==> config.mk <==
export PLATFORM = sky130hd
export DESIGN_NAME = bm_serializer_flat
export DESIGN_NICKNAME = d
export VERILOG_FILES = /design/src/rtl/bm_serializer_if.sv /design/src/rtl/bm_serializer.sv /design/src/flat_wrapper.sv
export SDC_FILE = /design/constraint.sdc
export NUM_CORES = 1
export LEC_CHECK = 0
export ABC_AREA = 1
export CORE_MARGIN = 3
export CORE_UTILIZATION = 55
export DETAILED_ROUTE_END_ITERATION = 16
export GPL_ROUTABILITY_DRIVEN = 0
export HOLD_SLACK_MARGIN = 0.08
export PLACE_DENSITY = 0.8
export SETUP_SLACK_MARGIN = 0.3
export SLEW_MARGIN = 10
export SYNTH_ARGS = -nofsm -noshare
export SYNTH_HDL_FRONTEND = slang
export SYNTH_SLANG_ARGS = --single-unit
==> constraint.sdc <==
create_clock -name clk -period 3.3 [get_ports clk]
set_input_delay 0.33 -clock clk [delete_from_list [all_inputs] [get_ports clk]]
set_output_delay 0.33 -clock clk [all_outputs]
set_load 0.05 [all_outputs]
==> src/rtl/bm_serializer_if.sv <==
// Handshake bundle between the bitonic merger, the serializer and the downstream consumer.
// No logic inside: wires only, zero latency.
// Upstream side stalls on in_ready; the downstream side stalls the element stream with out_ready.
interface bm_serializer_if #(
  parameter int LP = 3,
  parameter int DW = 8
);
  localparam int PN = 1 << LP;

  logic              in_valid;
  logic              in_ready;
  logic [PN*DW-1:0]  in_data;
  logic              out_valid;
  logic              out_ready;
  logic [DW-1:0]     out_data;
  logic [LP-1:0]     out_idx;
  logic              out_last;
  logic              sort_err;

  // Producer/consumer view (testbench or surrounding fabric)
  modport master (
    output in_valid, in_data, out_ready,
    input  in_ready, out_valid, out_data, out_idx, out_last, sort_err
  );

  // Serializer view
  modport slave (
    input  in_valid, in_data, out_ready,
    output in_ready, out_valid, out_data, out_idx, out_last, sort_err
  );
endinterface

==> src/rtl/bm_serializer.sv <==
// Double-buffered parallel-to-serial stage for merged vectors, with a sticky in-vector order checker.
// Latency: first element valid the cycle after the vector is accepted into an empty buffer; 1 element/cycle sustained.
// Backpressure: in_ready drops only while both slots are full (no look-ahead); out_ready low freezes the current element.
module bm_serializer #(
  parameter int LP  = 3,
  parameter int DW  = 8,
  parameter int DIR = 0,
  parameter int REV = 0
) (
  input  logic             clk,
  input  logic             rst_n,
  bm_serializer_if.slave   bus
);
  localparam int            PN       = 1 << LP;
  localparam logic [LP-1:0] LAST_CNT = LP'(PN - 1);
  // Emission runs with the sort direction when DIR==REV, so the stream must not decrease.
  localparam bit            ASCEND   = (DIR == REV);

  logic [PN*DW-1:0] slot0_q, slot0_d;
  logic [PN*DW-1:0] slot1_q, slot1_d;
  logic             wr_ptr_q, wr_ptr_d;
  logic             rd_ptr_q, rd_ptr_d;
  logic [1:0]       count_q, count_d;
  logic [LP-1:0]    ecnt_q, ecnt_d;
  logic [DW-1:0]    prev_q, prev_d;
  logic             prev_v_q, prev_v_d;
  logic             sort_err_q, sort_err_d;

  logic [PN*DW-1:0] rd_vec;
  logic [LP-1:0]    cur_idx;
  logic [DW-1:0]    sel_elem;
  logic [DW-1:0]    cur_dat;
  logic             out_vld;
  logic             in_rdy;
  logic             is_last;
  logic             acc;
  logic             pop;

  // Output decode: purely from registered state, element muxed out of the read slot
  always_comb begin
    rd_vec   = rd_ptr_q ? slot1_q : slot0_q;
    cur_idx  = (REV != 0) ? ~ecnt_q : ecnt_q;
    sel_elem = '0;
    for (int i = 0; i < PN; i++) begin
      if (cur_idx == LP'(i)) sel_elem = rd_vec[i*DW +: DW];
    end
    out_vld = (count_q != 2'd0);
    in_rdy  = (count_q != 2'd2);
    is_last = out_vld && (ecnt_q == LAST_CNT);
    // Empty buffer must present zero, whatever stale contents the slots hold
    cur_dat = out_vld ? sel_elem : '0;
  end

  assign bus.in_ready  = in_rdy;
  assign bus.out_valid = out_vld;
  assign bus.out_data  = cur_dat;
  assign bus.out_idx   = cur_idx;
  assign bus.out_last  = is_last;
  assign bus.sort_err  = sort_err_q;

  // Next-state: slot fill on accept, element advance / slot release on pop, order check
  always_comb begin
    slot0_d    = slot0_q;
    slot1_d    = slot1_q;
    wr_ptr_d   = wr_ptr_q;
    rd_ptr_d   = rd_ptr_q;
    count_d    = count_q;
    ecnt_d     = ecnt_q;
    prev_d     = prev_q;
    prev_v_d   = prev_v_q;
    sort_err_d = sort_err_q;

    acc = bus.in_valid && in_rdy;
    pop = out_vld && bus.out_ready;

    if (acc) begin
      if (wr_ptr_q) slot1_d = bus.in_data;
      else          slot0_d = bus.in_data;
      wr_ptr_d = ~wr_ptr_q;
    end

    if (pop) begin
      if (prev_v_q && (ASCEND ? (cur_dat < prev_q) : (cur_dat > prev_q))) sort_err_d = 1'b1;
      prev_d   = cur_dat;
      // Last element closes the vector so the next vector's first element is never compared
      prev_v_d = ~is_last;
      if (is_last) begin
        ecnt_d   = '0;
        rd_ptr_d = ~rd_ptr_q;
      end else begin
        ecnt_d = ecnt_q + 1'b1;
      end
    end

    case ({acc, pop && is_last})
      2'b10:   count_d = count_q + 2'd1;
      2'b01:   count_d = count_q - 2'd1;
      default: count_d = count_q;
    endcase
  end

  // State registers, all cleared by the asynchronous reset
  always_ff @(posedge clk or negedge rst_n) begin
    if (!rst_n) begin
      slot0_q    <= '0;
      slot1_q    <= '0;
      wr_ptr_q   <= 1'b0;
      rd_ptr_q   <= 1'b0;
      count_q    <= 2'd0;
      ecnt_q     <= '0;
      prev_q     <= '0;
      prev_v_q   <= 1'b0;
      sort_err_q <= 1'b0;
    end else begin
      slot0_q    <= slot0_d;
      slot1_q    <= slot1_d;
      wr_ptr_q   <= wr_ptr_d;
      rd_ptr_q   <= rd_ptr_d;
      count_q    <= count_d;
      ecnt_q     <= ecnt_d;
      prev_q     <= prev_d;
      prev_v_q   <= prev_v_d;
      sort_err_q <= sort_err_d;
    end
  end
endmodule

==> src/flat_wrapper.sv <==
// flat-port wrapper written by rule: the top's interface ports become plain ports
module bm_serializer_flat 
#(
  parameter int LP  = 3,
  parameter int DW  = 8,
  parameter int DIR = 0,
  parameter int REV = 0
)
  (clk, rst_n, bus_in_valid, bus_in_data, bus_out_ready, bus_in_ready, bus_out_valid, bus_out_data, bus_out_idx, bus_out_last, bus_sort_err);
  bm_serializer_if #(.LP(LP), .DW(DW)) bus_i ();
  input  logic clk;
  input  logic rst_n;
  input wire logic [$bits(bus_i.in_valid)-1:0] bus_in_valid;
  input wire logic [$bits(bus_i.in_data)-1:0] bus_in_data;
  input wire logic [$bits(bus_i.out_ready)-1:0] bus_out_ready;
  output wire logic [$bits(bus_i.in_ready)-1:0] bus_in_ready;
  output wire logic [$bits(bus_i.out_valid)-1:0] bus_out_valid;
  output wire logic [$bits(bus_i.out_data)-1:0] bus_out_data;
  output wire logic [$bits(bus_i.out_idx)-1:0] bus_out_idx;
  output wire logic [$bits(bus_i.out_last)-1:0] bus_out_last;
  output wire logic [$bits(bus_i.sort_err)-1:0] bus_sort_err;
  assign bus_i.in_valid = bus_in_valid;
  assign bus_i.in_data = bus_in_data;
  assign bus_i.out_ready = bus_out_ready;
  assign bus_in_ready = bus_i.in_ready;
  assign bus_out_valid = bus_i.out_valid;
  assign bus_out_data = bus_i.out_data;
  assign bus_out_idx = bus_i.out_idx;
  assign bus_out_last = bus_i.out_last;
  assign bus_sort_err = bus_i.sort_err;
  bm_serializer #(.LP(LP), .DW(DW), .DIR(DIR), .REV(REV)) u_core (.clk(clk), .rst_n(rst_n), .bus(bus_i));
endmodule
==> results of run 1 <==
## final cells by class
class / count / area share [%]
Clock buffer: 20 / 5.11
Clock inverter: 12 / 2.28
Inverter: 98 / 4.42
Multi-Input combinational cell: 579 / 33.1
Sequential cell: 145 / 40.7
Tap cell: 168 / 2.35
Timing Repair Buffer: 105 / 12.1
## power by group through the flow
stage,Clock (mW),Sequential (mW),Combinational [mW]
finish,2.14,3.19,4.84
global route,2.23,3.27,5.38
CTS,2.15,3.16,4.43
detailed placement,0,3.16,4.26
global placement,0,3.16,4.15
floorplan,0,3.02,3.16
## cells by family after synthesis
kind of cell             after synthesis  share of synthesized area [%]
AND/OR/NAND/NOR                      374                           22.6
flip-flops                           145                           51.4
buffers and inverters                147                           9.04
XOR/XNOR                               3                          0.372
AO/OA/AOI/OAI                        188                           14.1
adder cells (fa/ha/maj)               14                           2.48
## flip-flops by register name, summed over array words and instances (netlist names)
signal and count:
u_core.rd_ptr_q 1, u_core.bus.out_idx 3, u_core.prev_v_q 1, u_core.slot1_q 64, u_core.bus.sort_err 1, u_core.prev_q 8, u_core.wr_ptr_q 1, u_core.count_q 2
u_core.slot0_q 64
## stage by stage
step | cell area [sq um] | hold WS, ns | power (mW) | std cells
3_3_place_gp | 7980 | 0.392 | 7.31 | 1084
6_report | 8940 | 0.474 | 10.2 | 1127
3_5_place_dp | 7980 | 0.388 | 7.42 | 1084
4_1_cts | 8720 | 0.466 | 9.75 | 1119
2_1_floorplan | 7080 | 0.0344 | 6.18 | 871
5_1_grt | 8940 | 0.484 | 10.9 | 1127
## synthesized netlist by cell type (2+ instances only)
cell type / count
nand3_1: 59
o211ai_1: 7
buf_4: 4
or2_1: 12
dfrtp_1: 145
xnor2_1: 2
o21ai_0: 143
a21oi_1: 21
inv_1: 93
inv_2: 2
nand2_2: 2
nand2_4: 3
buf_6: 8
o21ai_1: 7
clkbuf_1: 32
nor2_4: 2
ha_1: 14
nand2_1: 247
or2_2: 17
o21a_1: 2
o311ai_1: 7
nor2_1: 31
buf_2: 4
## cell usage in the layout, fill, tap and decap left out, drive strengths merged
| cell type | netlist | routed |
|---|---|---|
| bufinv | 0 | 5 |
| or2 | 29 | 29 |
| nand3 | 59 | 59 |
| a2111oi | 1 | 1 |
| buf | 17 | 31 |
| clkinvlp | 0 | 4 |
| nand4 | 1 | 1 |
| dlygate4sd2 | 0 | 1 |
| xor2 | 1 | 1 |
| o21ai | 150 | 150 |
| nor2 | 33 | 33 |
| o211ai | 7 | 7 |
| o21a | 2 | 2 |
| xnor2 | 2 | 2 |
| dlygate4sd3 | 0 | 1 |
| clkbuf | 32 | 20 |
| a21oi | 21 | 21 |
| clkdlybuf4s50 | 0 | 72 |
| ha | 14 | 14 |
| inv | 95 | 95 |
| clkinv | 3 | 6 |
| dfrtp | 145 | 145 |
| nand2 | 252 | 252 |
| o311ai | 7 | 7 |
## per-layer routing
layer | GRT usage (%) | up-vias
li1 | - | 2937
met1 | 36.5 | 2949
met3 | 5.32 | 23
met4 | 7.53 | 0
met2 | 36.7 | 191
met5 | 0 | -
## path summary, 6_finish.rpt
check	startpoint	to	slack, ns	cells after the start
max	u_core.bus.out_idx[1]	bus_out_data[2]	0.30	15
min	bus_in_data[36]	u_core.slot0_q[36]	0.47	3
max reg2reg	u_core.bus.out_idx[0]	u_core.bus.sort_err	0.42	18
min reg2reg	u_core.bus.sort_err	u_core.bus.sort_err	0.48	2
max in group asynchronous	rst_n	u_core.slot1_q[8]	1.98	3
min in group asynchronous	rst_n	u_core.slot1_q[26]	0.48	2
## worst register-to-register path, stage by stage (launching register included)
cell,delay [ns]
dfrtp_2,0.45
buf_6,0.14
ha_4,0.16
nor2_4,0.25
nand3_1,0.11
nand3_1,0.09
nand2_1,0.06
o211ai_1,0.10
nand3_1,0.10
o311ai_1,0.08
nand2_1,0.11
nand2_1,0.09
nand3_2,0.11
clkinvlp_4,0.13
ha_4,0.20
a2111oi_1,0.40
o21a_1,0.17
nand2_1,0.05
nand2_1,0.05
## repair_timing
action                                  4_1_cts  5_1_grt
endpoints found under the setup margin        8        9
endpoints found under the hold margin        73        0
hold buffers                                  1        0
pin swaps                                     4       19
gates resized for setup                      17       41
buffers inserted                              2        8
==> key figures, run 1 <==
Yosys
  • Synth Net Count: roughly 950
  • Distinct cells, synth: 30
  • Post-synth top area share: roughly half
  • Top cell type by total area after synthesis: dfrtp_1
  • Mapped Cells: between 800 and 900
  • Avg Inst Size Synth: 8.10 sq um
  • Syn Std Cell Area: 7060 sq um
  • Total number of yosys warnings: 0
  • Post-synth EDFFs: 0
  • Async SR Flop Fraction: 100%
  • Largest cells by area after synthesis: dfrtp_1 (51%), nand2_1 (13%), o21ai_0 (10%)
  • Flops & latches, synth: between 100 and 150
  • Sequential cell area fraction in the yosys report: a little over 50%
  • Post-synth top flop: dfrtp_1

Placed design
  • DP HPWL: 11100 um
  • Place WS: 0.303 ns
  • Number of port buffers: 82

CTS
  • H-tree levels: 4
  • CTS max path bufs: 2
  • Clock transition at path regs: 0.06 ns
  • Sink Count: ~150
  • CTS tree: done
  • Worst skew pair latency: approximately 0.43 ns
  • Clk root buf: clkbuf_16
  • Cts bufs inserted: 17

Global route
  • Grt ovf: 0
  • GRT Total Usage: roughly 25%
  • Initial antenna violation count: 0
  • Largest net degree at the start of global routing: 130
  • First-pass GRT wire length: 28200 um
  • Number of global-route vias before repair: roughly 5600

Floorplan
  • Number of core rows: 40
  • Die X: 119 um
  • Starting density of the core: 57.6%
  • # IOs: between 80 and 90
  • Die area: ~14000 sq um
  • Die H: approximately 120 um
  • Core ar.: between 10000 and 15000 sq um

Run
  • Max_cap viols: 0

Pwr
  • Logic pwr share: between 40% and 50%
  • Maximum vdd drop: 0.498 mV
  • Leak: 4.34 nW
  • Seq pwr share: 31.3%
  • Switching share of power: a little over two fifths
  • Clock power frac: between 20% and 30%
  • PwrDens: 1140 nW/um^2
  • Net Switching: 4.29 mW
  • Internal power: ~5.9 mW

Critical path
  • Slowest stage delay, CP: between 0.4 and 0.5 ns
  • Setup crit start kind: register
  • Crit-path cells: inv_4, ha_4, inv_2, nor2_4, nand3_1, nand3_2, nand2_1, o211ai_1, nand3_1, o311ai_1, nand2_1, nand2_2, nand3_2, inv_2, buf_8
  • Worst path bufs/invs: 4
  • CP Class: register to primary output
  • Delay-heaviest family, CP: simple AND/OR/NAND/NOR gates
  • Critical Path End Type: primary output
  • CP arrival: around 2.7 ns
  • Max FO, Critical Path: 8
  • Worst Path Required: 2.97 ns
  • CP max-delay cell: dfrtp_2

Layout
  • Final nets: 1028
  • Area Growth Syn to Fin: 26.6%
  • Multi-input logic area: 2960 sq um
  • Layout cells sized above 1: 13.6%
  • Number of fill cells in the layout: between 900 and 1000
  • Antenna Diode Count: 0
  • Reg area: around 3600 sq um
  • Core Util, Final: between 70% and 80%

STA
  • Final min period: 3.00 ns
  • Max Clk Rate: 0.334 GHz
  • Post-Route Setup TNS: 0 ns
  • Clock skew: between 0.006 and 0.007 ns
  • RSZ-0062 raised after global routing: true
  • Worst Slack Setup Final: between 0.3 and 0.4 ns
  • Slew @ Worst Pin: approximately 0.7 ns
  • Fin crit share: 90.8%
  • # setup viols final: 0
  • Fin. Hold Viols: 0
  • Max Slew Vio Count: 0
  • Worst slew margin: between 50% and 60%

Drt
  • Via count: 6100
  • Initial DRC count: approximately 650
  • Wl on met1: a little under 8000 um
  • Metal2 WL: 8010 um
  • Wire length per cell: around 15 um
  • Highest Signal Layer: met4
  • DRC violations left: 0
  • Routed Antenna Nets: 0
  • Post-Route WL: 17100 um
  • DR vias/cell: around 5.4
  • First-pass detailed-route iteration total: 6
  • WL met3: just over 900 um

Outcome
  • Status: completed

Hold path
  • Hold crit path type: primary input to register
Power figures use the tool's default switching activity.
==> inputs of run 2 (changes only) <==
- clock period: 3.3 -> 3.77 ns (I/O delays scaled with it)
==> run 2 against run 1 <==
- register-to-register slack better by 0.32 ns
- combinational power down 23%
- flip-flop and latch count unchanged
- global-route usage down 0.82 points
- final area down 4.9%
- largest cell class unchanged
- total power down 20%
- first-iteration DRC count up 10%
- count of clock-buffer cells in the layout down 1
- critical path depth unchanged
==> key figures, run 2 (synthesis gave the netlist of run 1 again) <==
CTS
  • Cts bufs inserted: 17 (unchanged)
  • Sink Count: 145 (unchanged)
  • CTS max path bufs: 2 (unchanged)
  • H-tree levels: 4 (unchanged)
  • Worst skew pair latency: 0.43 ns (about the same)
  • Clock transition at path regs: 0.06 ns (about the same)
  • Clk root buf: clkbuf_16
  • CTS tree: done

Critical path
  • CP max-delay cell: dfrtp_1
  • R2R depth: 19 (+1)
  • Crit-path cells: inv_1, ha_2, nand2_4, nor2_4, nand3_1, nand3_1, nand2_1, o211ai_1, nand3_1, o311ai_1, nand2_1, nand2_1, nand3_1, inv_1, buf_4
  • Slowest stage delay, CP: 0.42 ns (-0.03 ns)
  • Setup crit start kind: register
  • CP arrival: 2.87 ns (+0.20 ns)
  • Worst Path Required: 3.39 ns (+0.42 ns)
  • CP Class: register to primary output
  • Reg-to-reg critical path endpoint: u_core.bus.sort_err
  • Reg2reg setup slack: 0.74 ns (+0.32 ns)
  • Cell mode on critical path: nand3_1
  • Critical Path End Type: primary output
  • Max FO, Critical Path: 8 (unchanged)
  • Reg-to-reg critical path startpoint: u_core.bus.out_idx[0]

Layout
  • Final nets: 1013 (-1.5%)
  • Reg area: 3630 sq um (-0.14%)
  • Number of fill cells in the layout: 1013 (+10%)
  • Most frequent cells in the layout: nand2_1 (247), o21ai_0 (143), dfrtp_1 (143)
  • Largest registers: u_core.slot0_q x64, u_core.slot1_q x64, u_core.prev_q x8
  • Area Growth Syn to Fin: 20.4%
  • Commonest non-fill, non-tap cell in the layout: nand2_1
  • Multi-input logic area: 2810 sq um (-4.9%)
  • Antenna Diode Count: 0 (unchanged)
  • Layout cells sized above 1: 8.58% (-5.0 points)

STA
  • Fin crit share: 86.1%
  • Clock skew: 0.00812 ns (+0.00134 ns)
  • Max Slew Vio Count: 0 (unchanged)
  • Slew @ Worst Pin: 1.15 ns (+0.462 ns)
  • Fin. Hold Viols: 0 (unchanged)
  • Fin Hold WS: 0.0403 ns (-0.434 ns)
  • # setup viols final: 0 (unchanged)
  • RSZ-0062 raised after global routing: false
  • Post-Route Setup TNS: 0 ns (unchanged)
  • Worst slew margin: 23.5% (-31 points)
  • Final min period: roughly 3.2 ns
  • Max Clk Rate: roughly 0.31 GHz

Global route
  • Initial antenna violation count: 0 (unchanged)
  • Grt ovf: 0 (unchanged)
  • Largest net degree at the start of global routing: 129 (-0.77%)
  • GRT Total Usage: 23.9% (-0.82 points)
  • Number of global-route vias before repair: 5648 (+0.089%)
  • First-pass GRT wire length: 27200 um (-3.5%)

Drt
  • Routed Antenna Nets: 0 (unchanged)
  • Wire length per cell: 14.5 um (-4.2%)
  • Via count: 5971 (-2.1%)
  • Post-Route WL: 16100 um (-5.5%)
  • DRC violations left: 0 (unchanged)
  • DR vias/cell: 5.37 (-0.79%)
  • Initial DRC count: 722 (+10%)
  • First-pass detailed-route iteration total: 5 (-1)

Hold path
  • Hold crit path type: primary input to asynchronous set/reset pin

Floorplan
  • Starting density of the core: 57.6% (unchanged)
  • Core ar.: 12300 sq um (unchanged)
  • Number of core rows: 40 (unchanged)
  • # IOs: 83 (unchanged)
  • Die area: 14200 sq um (unchanged)
  • Die H: 119 um (unchanged)
  • Die X: 119 um (unchanged)

Pwr
  • Maximum vdd drop: 0.425 mV (-15%)
  • Leak: 4.18 nW (-3.7%)
  • Net Switching: 3.51 mW (-18%)
  • Internal power: 4.61 mW (-22%)
  • Logic pwr share: 45.8% (-1.8 points)
  • Switching share of power: 43.2% (+1.0 points)
  • Seq pwr share: 33.5% (+2.2 points)
  • PwrDens: 955 nW/um^2 (-16%)
  • Clock power frac: 20.8% (-0.2 points)

Outcome
  • Status: completed

Placed design
  • DP HPWL: 10400 um (-6.1%)
  • Number of port buffers: 82 (unchanged)

Run
  • Max_cap viols: 0 (unchanged)
## run 2: cell count changes in the layout (fill, tap and decap cells not counted), moves of 3 or more
cell	before	now
inv_1	83	93
buf_8	4	0
ha_2	0	3
buf_12	4	1
nand3_1	41	58
nand3_2	17	0
ha_4	4	0
buf_6	7	1
inv_2	8	2
## run 2: stage by stage
step | area [sq um] | util (%) | worst slack, ns | std cells | power [mW]
5_1_grt | 8500 | 69.3 | 0.323 | 1112 | 8.75
6_report | 8500 | 69.3 | 0.523 | 1112 | 8.12
2_1_floorplan | 7060 | - | 0.389 | 871 | 5.38
3_3_place_gp | 7890 | 64.4 | 0.731 | 1080 | 6.27
3_5_place_dp | 7890 | 64.4 | 0.607 | 1080 | 6.37
4_1_cts | 8490 | 69.2 | 0.463 | 1112 | 8.12
## run 2: timing repair
action / in CTS / in global routing
hold endpoints to repair: 0 / 0
hold buffers: 0 / 0
endpoints found under the setup margin: 0 / 5
buffers inserted: 0 / 0
gates resized for setup: 0 / 4
## run 2: critical path, delay by kind of cell, from the launching register on
kind | cells | cell delay [ns]
AOI/OAI and AO/OA | 2 | 0.24
adders and majority gates | 1 | 0.26
buffers and inverters | 3 | 0.46
DFF | 1 | 0.42
and+or+nand+nor | 9 | 1.07
## run 2: routing by layer
layer  track usage, %  routed length (um)  up-vias
met5                0                   0        -
li1                 -                   -     2904
met4             8.47                 287        0
met1             33.4                7200     2822
met2             36.6                7630      217
met3             5.60                1010       28
## run 2: worst max-delay path by stage
stage,start,end,depth (start not counted)
2_1_floorplan,u_core.bus.out_idx[1],u_core.bus.sort_err,16
3_3_place_gp,u_core.bus.out_idx[2],u_core.bus.sort_err,15
3_5_place_dp,u_core.bus.out_idx[2],u_core.bus.sort_err,15
4_1_cts,u_core.bus.out_idx[2],bus_out_data[5],11
5_1_grt,u_core.bus.out_idx[1],bus_out_data[4],15
6_report,u_core.bus.out_idx[0],bus_out_data[1],15
## run 2: power groups by stage
stage	logic (mW)	registers, mW	clock network [mW]
CTS	3.72	2.70	1.70
global placement	3.58	2.69	0
global route	4.19	2.80	1.77
finish	3.71	2.72	1.68
detailed placement	3.66	2.71	0
floorplan	2.74	2.64	0
## run 2: cell type report
class                      instances  area share [%]
clock buffer                      19            5.09
clock inverter                    13            1.90
inverter                          98            4.40
multi-input combinational        579            33.1
sequential                       145            42.7
tap                              168            2.47
timing repair buffer              90            10.3
